--- config.mk ---
export PLATFORM = sky130hd
export DESIGN_NAME = bcd_display_driver_flat
export DESIGN_NICKNAME = d
export VERILOG_FILES = /design/src/rtl/bcd_display_driver_if.sv /design/src/rtl/bcd_display_driver.sv /design/src/flat_wrapper.sv
export SDC_FILE = /design/constraint.sdc
export NUM_CORES = 1
export LEC_CHECK = 0
export CORE_MARGIN = 4
export CORE_UTILIZATION = 52
export DETAILED_ROUTE_END_ITERATION = 6
export MAX_ROUTING_LAYER = met4
export PLACE_DENSITY = 0.84
export SLEW_MARGIN = 20
export SYNTH_ARGS = -nofsm -noshare
export SYNTH_HDL_FRONTEND = slang
export SYNTH_SLANG_ARGS = --single-unit
--- constraint.sdc ---
create_clock -name clk -period 1.8 [get_ports clk]
set_input_delay 0.18 -clock clk [delete_from_list [all_inputs] [get_ports clk]]
set_output_delay 0.18 -clock clk [all_outputs]
set_load 0.005 [all_outputs]
--- src/rtl/bcd_display_driver_if.sv ---
// Bus between the calculator result stage and the BCD display driver:
// conversion request, result word, converted digits and seven-segment outputs.
interface bcd_display_driver_if #(
    parameter int Word_Length = 6,
    parameter int Num_Digits  = 2
);
    logic                      start;
    logic [Word_Length-1:0]    C;
    logic                      Carry;
    logic [4*Num_Digits-1:0]   BCD_Out;
    logic                      Carry_Out;
    logic [6:0]                Seg_Units;
    logic [6:0]                Seg_Tens;
    logic                      busy;
    logic                      done;

    modport master (
        output start, C, Carry,
        input  BCD_Out, Carry_Out, Seg_Units, Seg_Tens, busy, done
    );

    modport slave (
        input  start, C, Carry,
        output BCD_Out, Carry_Out, Seg_Units, Seg_Tens, busy, done
    );
endinterface

--- src/rtl/bcd_display_driver.sv ---
// Sequential double-dabble binary-to-BCD converter with registered digit
// outputs and active-low seven-segment decode for the units and tens digits.
module bcd_display_driver #(
    parameter int Word_Length = 6,
    parameter int Num_Digits  = 2
) (
    input  logic                 clk,
    input  logic                 reset,
    bcd_display_driver_if.slave  bus
);
    localparam int BcdW = 4 * Num_Digits;
    localparam int SrW  = BcdW + Word_Length;
    localparam int CntW = $clog2(Word_Length + 1);

    localparam logic [6:0] SegBlank = 7'b1111111;

    typedef enum logic [1:0] {ST_IDLE, ST_SHIFT, ST_DONE} state_e;

    state_e              state_q,     state_d;
    logic [SrW-1:0]      sr_q,        sr_d;
    logic [CntW-1:0]     cnt_q,       cnt_d;
    logic                carry_sh_q,  carry_sh_d;
    logic [BcdW-1:0]     bcd_out_q,   bcd_out_d;
    logic                carry_out_q, carry_out_d;
    logic                busy_q,      busy_d;
    logic                done_q,      done_d;
    logic [6:0]          seg_units_q, seg_units_d;
    logic [6:0]          seg_tens_q,  seg_tens_d;

    function automatic logic [6:0] seg_decode(input logic [3:0] digit);
        case (digit)
            4'd0:    return 7'b1000000;
            4'd1:    return 7'b1111001;
            4'd2:    return 7'b0100100;
            4'd3:    return 7'b0110000;
            4'd4:    return 7'b0011001;
            4'd5:    return 7'b0010010;
            4'd6:    return 7'b0000010;
            4'd7:    return 7'b1111000;
            4'd8:    return 7'b0000000;
            4'd9:    return 7'b0010000;
            default: return SegBlank;
        endcase
    endfunction

    // Scratch nibbles sit above the binary field; each one >= 5 is corrected
    // before the shift so it carries correctly into the next decimal place.
    function automatic logic [SrW-1:0] add3(input logic [SrW-1:0] v);
        logic [SrW-1:0] r;
        r = v;
        for (int i = 0; i < Num_Digits; i++) begin
            if (r[Word_Length + 4*i +: 4] >= 4'd5)
                r[Word_Length + 4*i +: 4] = r[Word_Length + 4*i +: 4] + 4'd3;
        end
        return r;
    endfunction

    always_comb begin
        // NOTE: every _d gets a default first so no path leaves it unassigned (no latch).
        state_d     = state_q;
        sr_d        = sr_q;
        cnt_d       = cnt_q;
        carry_sh_d  = carry_sh_q;
        bcd_out_d   = bcd_out_q;
        carry_out_d = carry_out_q;
        busy_d      = 1'b1;
        done_d      = 1'b0;
        seg_units_d = seg_decode(bcd_out_q[3:0]);
        seg_tens_d  = (bcd_out_q[7:4] == 4'd0) ? SegBlank : seg_decode(bcd_out_q[7:4]);

        case (state_q)
            ST_IDLE: begin
                busy_d = bus.start;
                if (bus.start) begin
                    sr_d       = {{BcdW{1'b0}}, bus.C};
                    carry_sh_d = bus.Carry;
                    cnt_d      = '0;
                    state_d    = ST_SHIFT;
                end
            end
            ST_SHIFT: begin
                sr_d  = add3(sr_q) << 1;
                cnt_d = cnt_q + CntW'(1);
                if (cnt_q == CntW'(Word_Length - 1))
                    state_d = ST_DONE;
            end
            ST_DONE: begin
                bcd_out_d   = sr_q[SrW-1 -: BcdW];
                carry_out_d = carry_sh_q;
                done_d      = 1'b1;
                state_d     = ST_IDLE;
            end
            default: state_d = ST_IDLE;
        endcase
    end

    // NOTE: sequential state uses non-blocking assignments so all flops update together.
    always_ff @(posedge clk) begin
        if (reset) begin
            state_q     <= ST_IDLE;
            sr_q        <= '0;
            cnt_q       <= '0;
            carry_sh_q  <= 1'b0;
            bcd_out_q   <= '0;
            carry_out_q <= 1'b0;
            busy_q      <= 1'b0;
            done_q      <= 1'b0;
            seg_units_q <= 7'b1000000;
            seg_tens_q  <= SegBlank;
        end else begin
            state_q     <= state_d;
            sr_q        <= sr_d;
            cnt_q       <= cnt_d;
            carry_sh_q  <= carry_sh_d;
            bcd_out_q   <= bcd_out_d;
            carry_out_q <= carry_out_d;
            busy_q      <= busy_d;
            done_q      <= done_d;
            seg_units_q <= seg_units_d;
            seg_tens_q  <= seg_tens_d;
        end
    end

    assign bus.BCD_Out   = bcd_out_q;
    assign bus.Carry_Out = carry_out_q;
    assign bus.busy      = busy_q;
    assign bus.done      = done_q;
    assign bus.Seg_Units = seg_units_q;
    assign bus.Seg_Tens  = seg_tens_q;
endmodule

--- src/flat_wrapper.sv ---
// flat-port wrapper written by rule: the top's interface ports become plain ports
module bcd_display_driver_flat 
#(
    parameter int Word_Length = 6,
    parameter int Num_Digits  = 2
)
  (clk, reset, bus_start, bus_C, bus_Carry, bus_BCD_Out, bus_Carry_Out, bus_Seg_Units, bus_Seg_Tens, bus_busy, bus_done);
  bcd_display_driver_if #(.Word_Length(Word_Length), .Num_Digits(Num_Digits)) bus_i ();
  input  logic clk;
  input  logic reset;
  input wire logic [$bits(bus_i.start)-1:0] bus_start;
  input wire logic [$bits(bus_i.C)-1:0] bus_C;
  input wire logic [$bits(bus_i.Carry)-1:0] bus_Carry;
  output wire logic [$bits(bus_i.BCD_Out)-1:0] bus_BCD_Out;
  output wire logic [$bits(bus_i.Carry_Out)-1:0] bus_Carry_Out;
  output wire logic [$bits(bus_i.Seg_Units)-1:0] bus_Seg_Units;
  output wire logic [$bits(bus_i.Seg_Tens)-1:0] bus_Seg_Tens;
  output wire logic [$bits(bus_i.busy)-1:0] bus_busy;
  output wire logic [$bits(bus_i.done)-1:0] bus_done;
  assign bus_i.start = bus_start;
  assign bus_i.C = bus_C;
  assign bus_i.Carry = bus_Carry;
  assign bus_BCD_Out = bus_i.BCD_Out;
  assign bus_Carry_Out = bus_i.Carry_Out;
  assign bus_Seg_Units = bus_i.Seg_Units;
  assign bus_Seg_Tens = bus_i.Seg_Tens;
  assign bus_busy = bus_i.busy;
  assign bus_done = bus_i.done;
  bcd_display_driver #(.Word_Length(Word_Length), .Num_Digits(Num_Digits)) u_core (.clk(clk), .reset(reset), .bus(bus_i));
endmodule
==> reports/summary.md, run 1 <==
The logs give 1.44 ns for the endpoint arrival time on the critical path and 109 for the starting DRC count in detailed routing. The highest net fanout along the worst path was 13; the clock latency reported for the late side of the worst-skew pair was 0.30 ns. The layout-stage area growth over the synthesis result is 23.8%, and the count of buffers inserted at the top-level ports is 34. Max-cap violations in this run came to 0.

The dominant cell type by area after synthesis was sky130_fd_sc_hd__dfxtp_1. Buffers inserted during clock tree synthesis total 5. The number of buffers inserted to repair setup after CTS was 0. The clock net in this run drives a total of 45 sinks. The tools report the root cell of the clock tree as sky130_fd_sc_hd__clkbuf_8.

Yosys mapped the design onto 38 distinct sky130hd cell types. For this run, design rule violations remaining after detail routing come to 0. VDD sags by at most 0.000701 V. The mean post-synth cell area works out to 8.63 sq um. For the finished layout, the period the worst path requires is 1.62 ns. Dominant delay contributor by cell family on the critical path: buffers and inverters.

The tools report the initial standard-cell utilization of the core as 55.1%. In this run the static leakage power is 0.981 nW. For this run, the top clock speed supported by timing is 617 MHz. The longest clock path from root to sink contains 2 buffers.

In the synthesized netlist, the number of instances is 239. Setup repair after global routing left no endpoint under its margin. The pin slew with the least headroom to its limit was 0.508 ns. For the final database, setup skew stands at 0.00630 ns. The tools report the number of standard-cell rows in the floorplan as 22. The floorplan die area is 5040 sq um, and the number of global-route vias before repair is 1,497. In the layout the commonest cells are sky130_fd_sc_hd__dfxtp_1, sky130_fd_sc_hd__nand2_1, sky130_fd_sc_hd__clkdlybuf4s50_1. The required time reported for the critical path endpoint was 1.62 ns. Slowest library cell on the worst path: sky130_fd_sc_hd__clkdlybuf4s50_1. After clock tree synthesis, the repair step resized 0 gates. For the worst slew margin relative to its limit, the log shows 66.1%.

Summed over its instances, the top area cell type makes up 43.7% of the synthesized netlist area. Routability-driven placement finished with a final weighted congestion of 0.775. The I/O pin total is 35, and the layout cell share with drive strength beyond 1 is 8.46%.

Endpoint type of the worst setup path: a primary output. Setup total negative slack on the finished layout was measured at 0 ns. The remaining antenna violation count after routing is 0, and the pin count of the biggest net entering global routing is 15.

The H-tree was split into 2 levels. Across every metal layer, demand over resource in global routing totals 15.7%. The critical path goes through clkdlybuf4s50_1. The most common cell after layout, fill and taps aside was sky130_fd_sc_hd__dfxtp_1. The count of flip-flops with a built-in enable after synthesis came out at 0. The design area is 2550 sq um, and the total via count after detailed routing is 1,646. Ranked by total cell area, the synthesized netlist is headed by sky130_fd_sc_hd__dfxtp_1, sky130_fd_sc_hd__ha_1, sky130_fd_sc_hd__nand2_1, sky130_fd_sc_hd__a21oi_1, sky130_fd_sc_hd__nor2_1. Maximum single-stage delay on the critical path: 0.58 ns.

Cells fill 68.2% of the core in the end. After clock tree synthesis, the flow added hold-fix buffers numbering 0. The fraction of the cycle the final worst path needs was 90.1%. The worst setup path is launched from a register. The first global-routing pass estimated 6.24 mm of wire.

The placed instances occupy a cell area of 2420 sq um. Among all flip-flop cells after synthesis, the most frequent one is sky130_fd_sc_hd__dfxtp_1. The synthesized netlist occupies a cell area of 2060 sq um. In this run the worst hold path is classified as in -> reg. For the length of the first detailed-routing pass in iterations, the log shows 4. TritonCTS built the clock tree. Dividing the detail-routed wire length by the instance count gives 11.9 um.

For the number of antenna violations at the first check in global routing, the log shows 0. The hold violation total from the final report was 0; the number of register bits inferred by synthesis was 45. The total overflow left after global routing is 0. Of all flip-flops after synthesis, the portion carrying an async set or reset was 0%.

The share of the Yosys chip area taken by registers is 43.7%. For this run, the post-layout net count is 297. The tools report the number of max-slew violations in the final report as 0.

After detailed routing, the number of vias per cell comes to 5.14. The clock transition time at the flip-flop clock pins of the worst setup and hold paths works out to 0.09 ns. Counting every net in the synthesized netlist gives 265. The chip width is 71.0 um.

The diode insertion count for antenna repair is 0, and the buffer and inverter count on the worst path is 1. The floorplan step defined a core boundary enclosing 3740 sq um. During synthesis, Yosys emitted a total of 0 warnings.

The critical setup path kind was reg -> out. Power spread over the standard cell area amounts to 796 nW/um^2. The final setup violation count was 0. Measured along the y axis, the die boundary spans 71.0 um. The total length of routed wires came out at 3.80 mm. The flow ran to the end, and the final reports show no timing, DRC or antenna violations. Final HPWL from detailed placement: 2.73 mm.
cells in the mapped netlist, types with 2 or more instances:
library cell and number:
sky130_fd_sc_hd__a21oi_1 24, sky130_fd_sc_hd__nor2_1 25, sky130_fd_sc_hd__xnor2_1 2, sky130_fd_sc_hd__buf_2 7
sky130_fd_sc_hd__a21oi_2 2, sky130_fd_sc_hd__inv_1 11, sky130_fd_sc_hd__nor3_2 2, sky130_fd_sc_hd__buf_1 3
sky130_fd_sc_hd__o21ai_1 3, sky130_fd_sc_hd__nor2_2 2, sky130_fd_sc_hd__nand2_1 37, sky130_fd_sc_hd__nand3b_1 2
sky130_fd_sc_hd__ha_1 16, sky130_fd_sc_hd__a22oi_1 2, sky130_fd_sc_hd__a311oi_1 7, sky130_fd_sc_hd__nor3_1 3
sky130_fd_sc_hd__buf_6 2, sky130_fd_sc_hd__nand3_1 3, sky130_fd_sc_hd__mux2i_1 3, sky130_fd_sc_hd__a22o_1 5
sky130_fd_sc_hd__nand2b_1 7, sky130_fd_sc_hd__buf_4 3, sky130_fd_sc_hd__dfxtp_1 45, sky130_fd_sc_hd__o21bai_1 2
sky130_fd_sc_hd__o21ai_0 8
area by class of cell:
| cell class | count | area (sq um) |
|---|---|---|
| clock buffers | 5 | 68.8 |
| well taps | 48 | 60.1 |
| repair buffers | 41 | 393 |
| multi-input cells | 167 | 1020 |
| fillers | 305 | 1190 |
| flip-flops and latches | 45 | 901 |
| clock inverters | 3 | 65.1 |
| inverters | 11 | 41.3 |
kinds of logic after synthesis:
kind of cell | Yosys count | synth area share, %
muxes | 4 | 2.00
and+or+nand+nor | 86 | 19.0
AOI/OAI and AO/OA | 58 | 17.7
adders and majority gates | 16 | 9.71
DFF | 45 | 43.7
buffers and inverters | 27 | 6.61
xor gates and xnor gates | 3 | 1.27
sequential cells by signal (all words and copies together), names as in the netlist, 2 cells and up:
signal / flops
u_core.bus.Seg_Tens: 7
u_core.bus.BCD_Out: 8
u_core.bus.Seg_Units: 7
u_core.cnt_q: 3
u_core.sr_q: 14
u_core.state_q: 2
report_power, final:
part | switching (W) | internal, W
logic | 0.0000580 | 0.0000526
registers | 0.0000145 | 0.00101
clock network | 0.000343 | 0.000551
total | 0.000415 | 0.00162
final timing paths:
kind                          from                      to  slack, ns  cells past startpoint
max          u_core.bus.BCD_Out[6]          bus_BCD_Out[6]       0.18                      1
min                      bus_Carry       u_core.carry_sh_q       0.44                      3
max reg2reg  u_core.bus.BCD_Out[4]  u_core.bus.Seg_Tens[6]       0.21                      5
min reg2reg      u_core.carry_sh_q       u_core.carry_sh_q       0.46                      2
through the flow:
stage          total power [W]  hold slack (ns)  cells  setup slack (ns)
5_1_grt                0.00210            0.447    320            0.0460
4_1_cts                0.00204            0.436    320             0.174
2_1_floorplan          0.00113            0.300    239             0.445
6_report               0.00203            0.440    320             0.179
3_5_place_dp           0.00116            0.451    312             0.242
3_3_place_gp           0.00116            0.443    312             0.295
routing by layer:
| metal | GRT usage [%] | vias up | part of all wire (%) |
|---|---|---|---|
| li1 | - | 862 | - |
| met1 | 16.4 | 749 | 43 |
| met2 | 28.5 | 30 | 51 |
| met3 | 4.83 | 5 | 4.6 |
| met4 | 3.76 | 0 | 0.97 |
| met5 | - | - | 0 |
No activity file was read; power rests on OpenSTA's default activity.
==> run 2, diff against run 1 <==
--- a/config.mk
+++ b/config.mk
@@ -8,6 +8,7 @@
 export CORE_MARGIN = 4
 export CORE_UTILIZATION = 52
 export DETAILED_ROUTE_END_ITERATION = 6
+export HOLD_SLACK_MARGIN = 0.08
 export MAX_ROUTING_LAYER = met4
 export PLACE_DENSITY = 0.84
 export SLEW_MARGIN = 20
==> results of run 2 <==
Same layout as run 1: the final DEF is identical, and so are final timing and power.
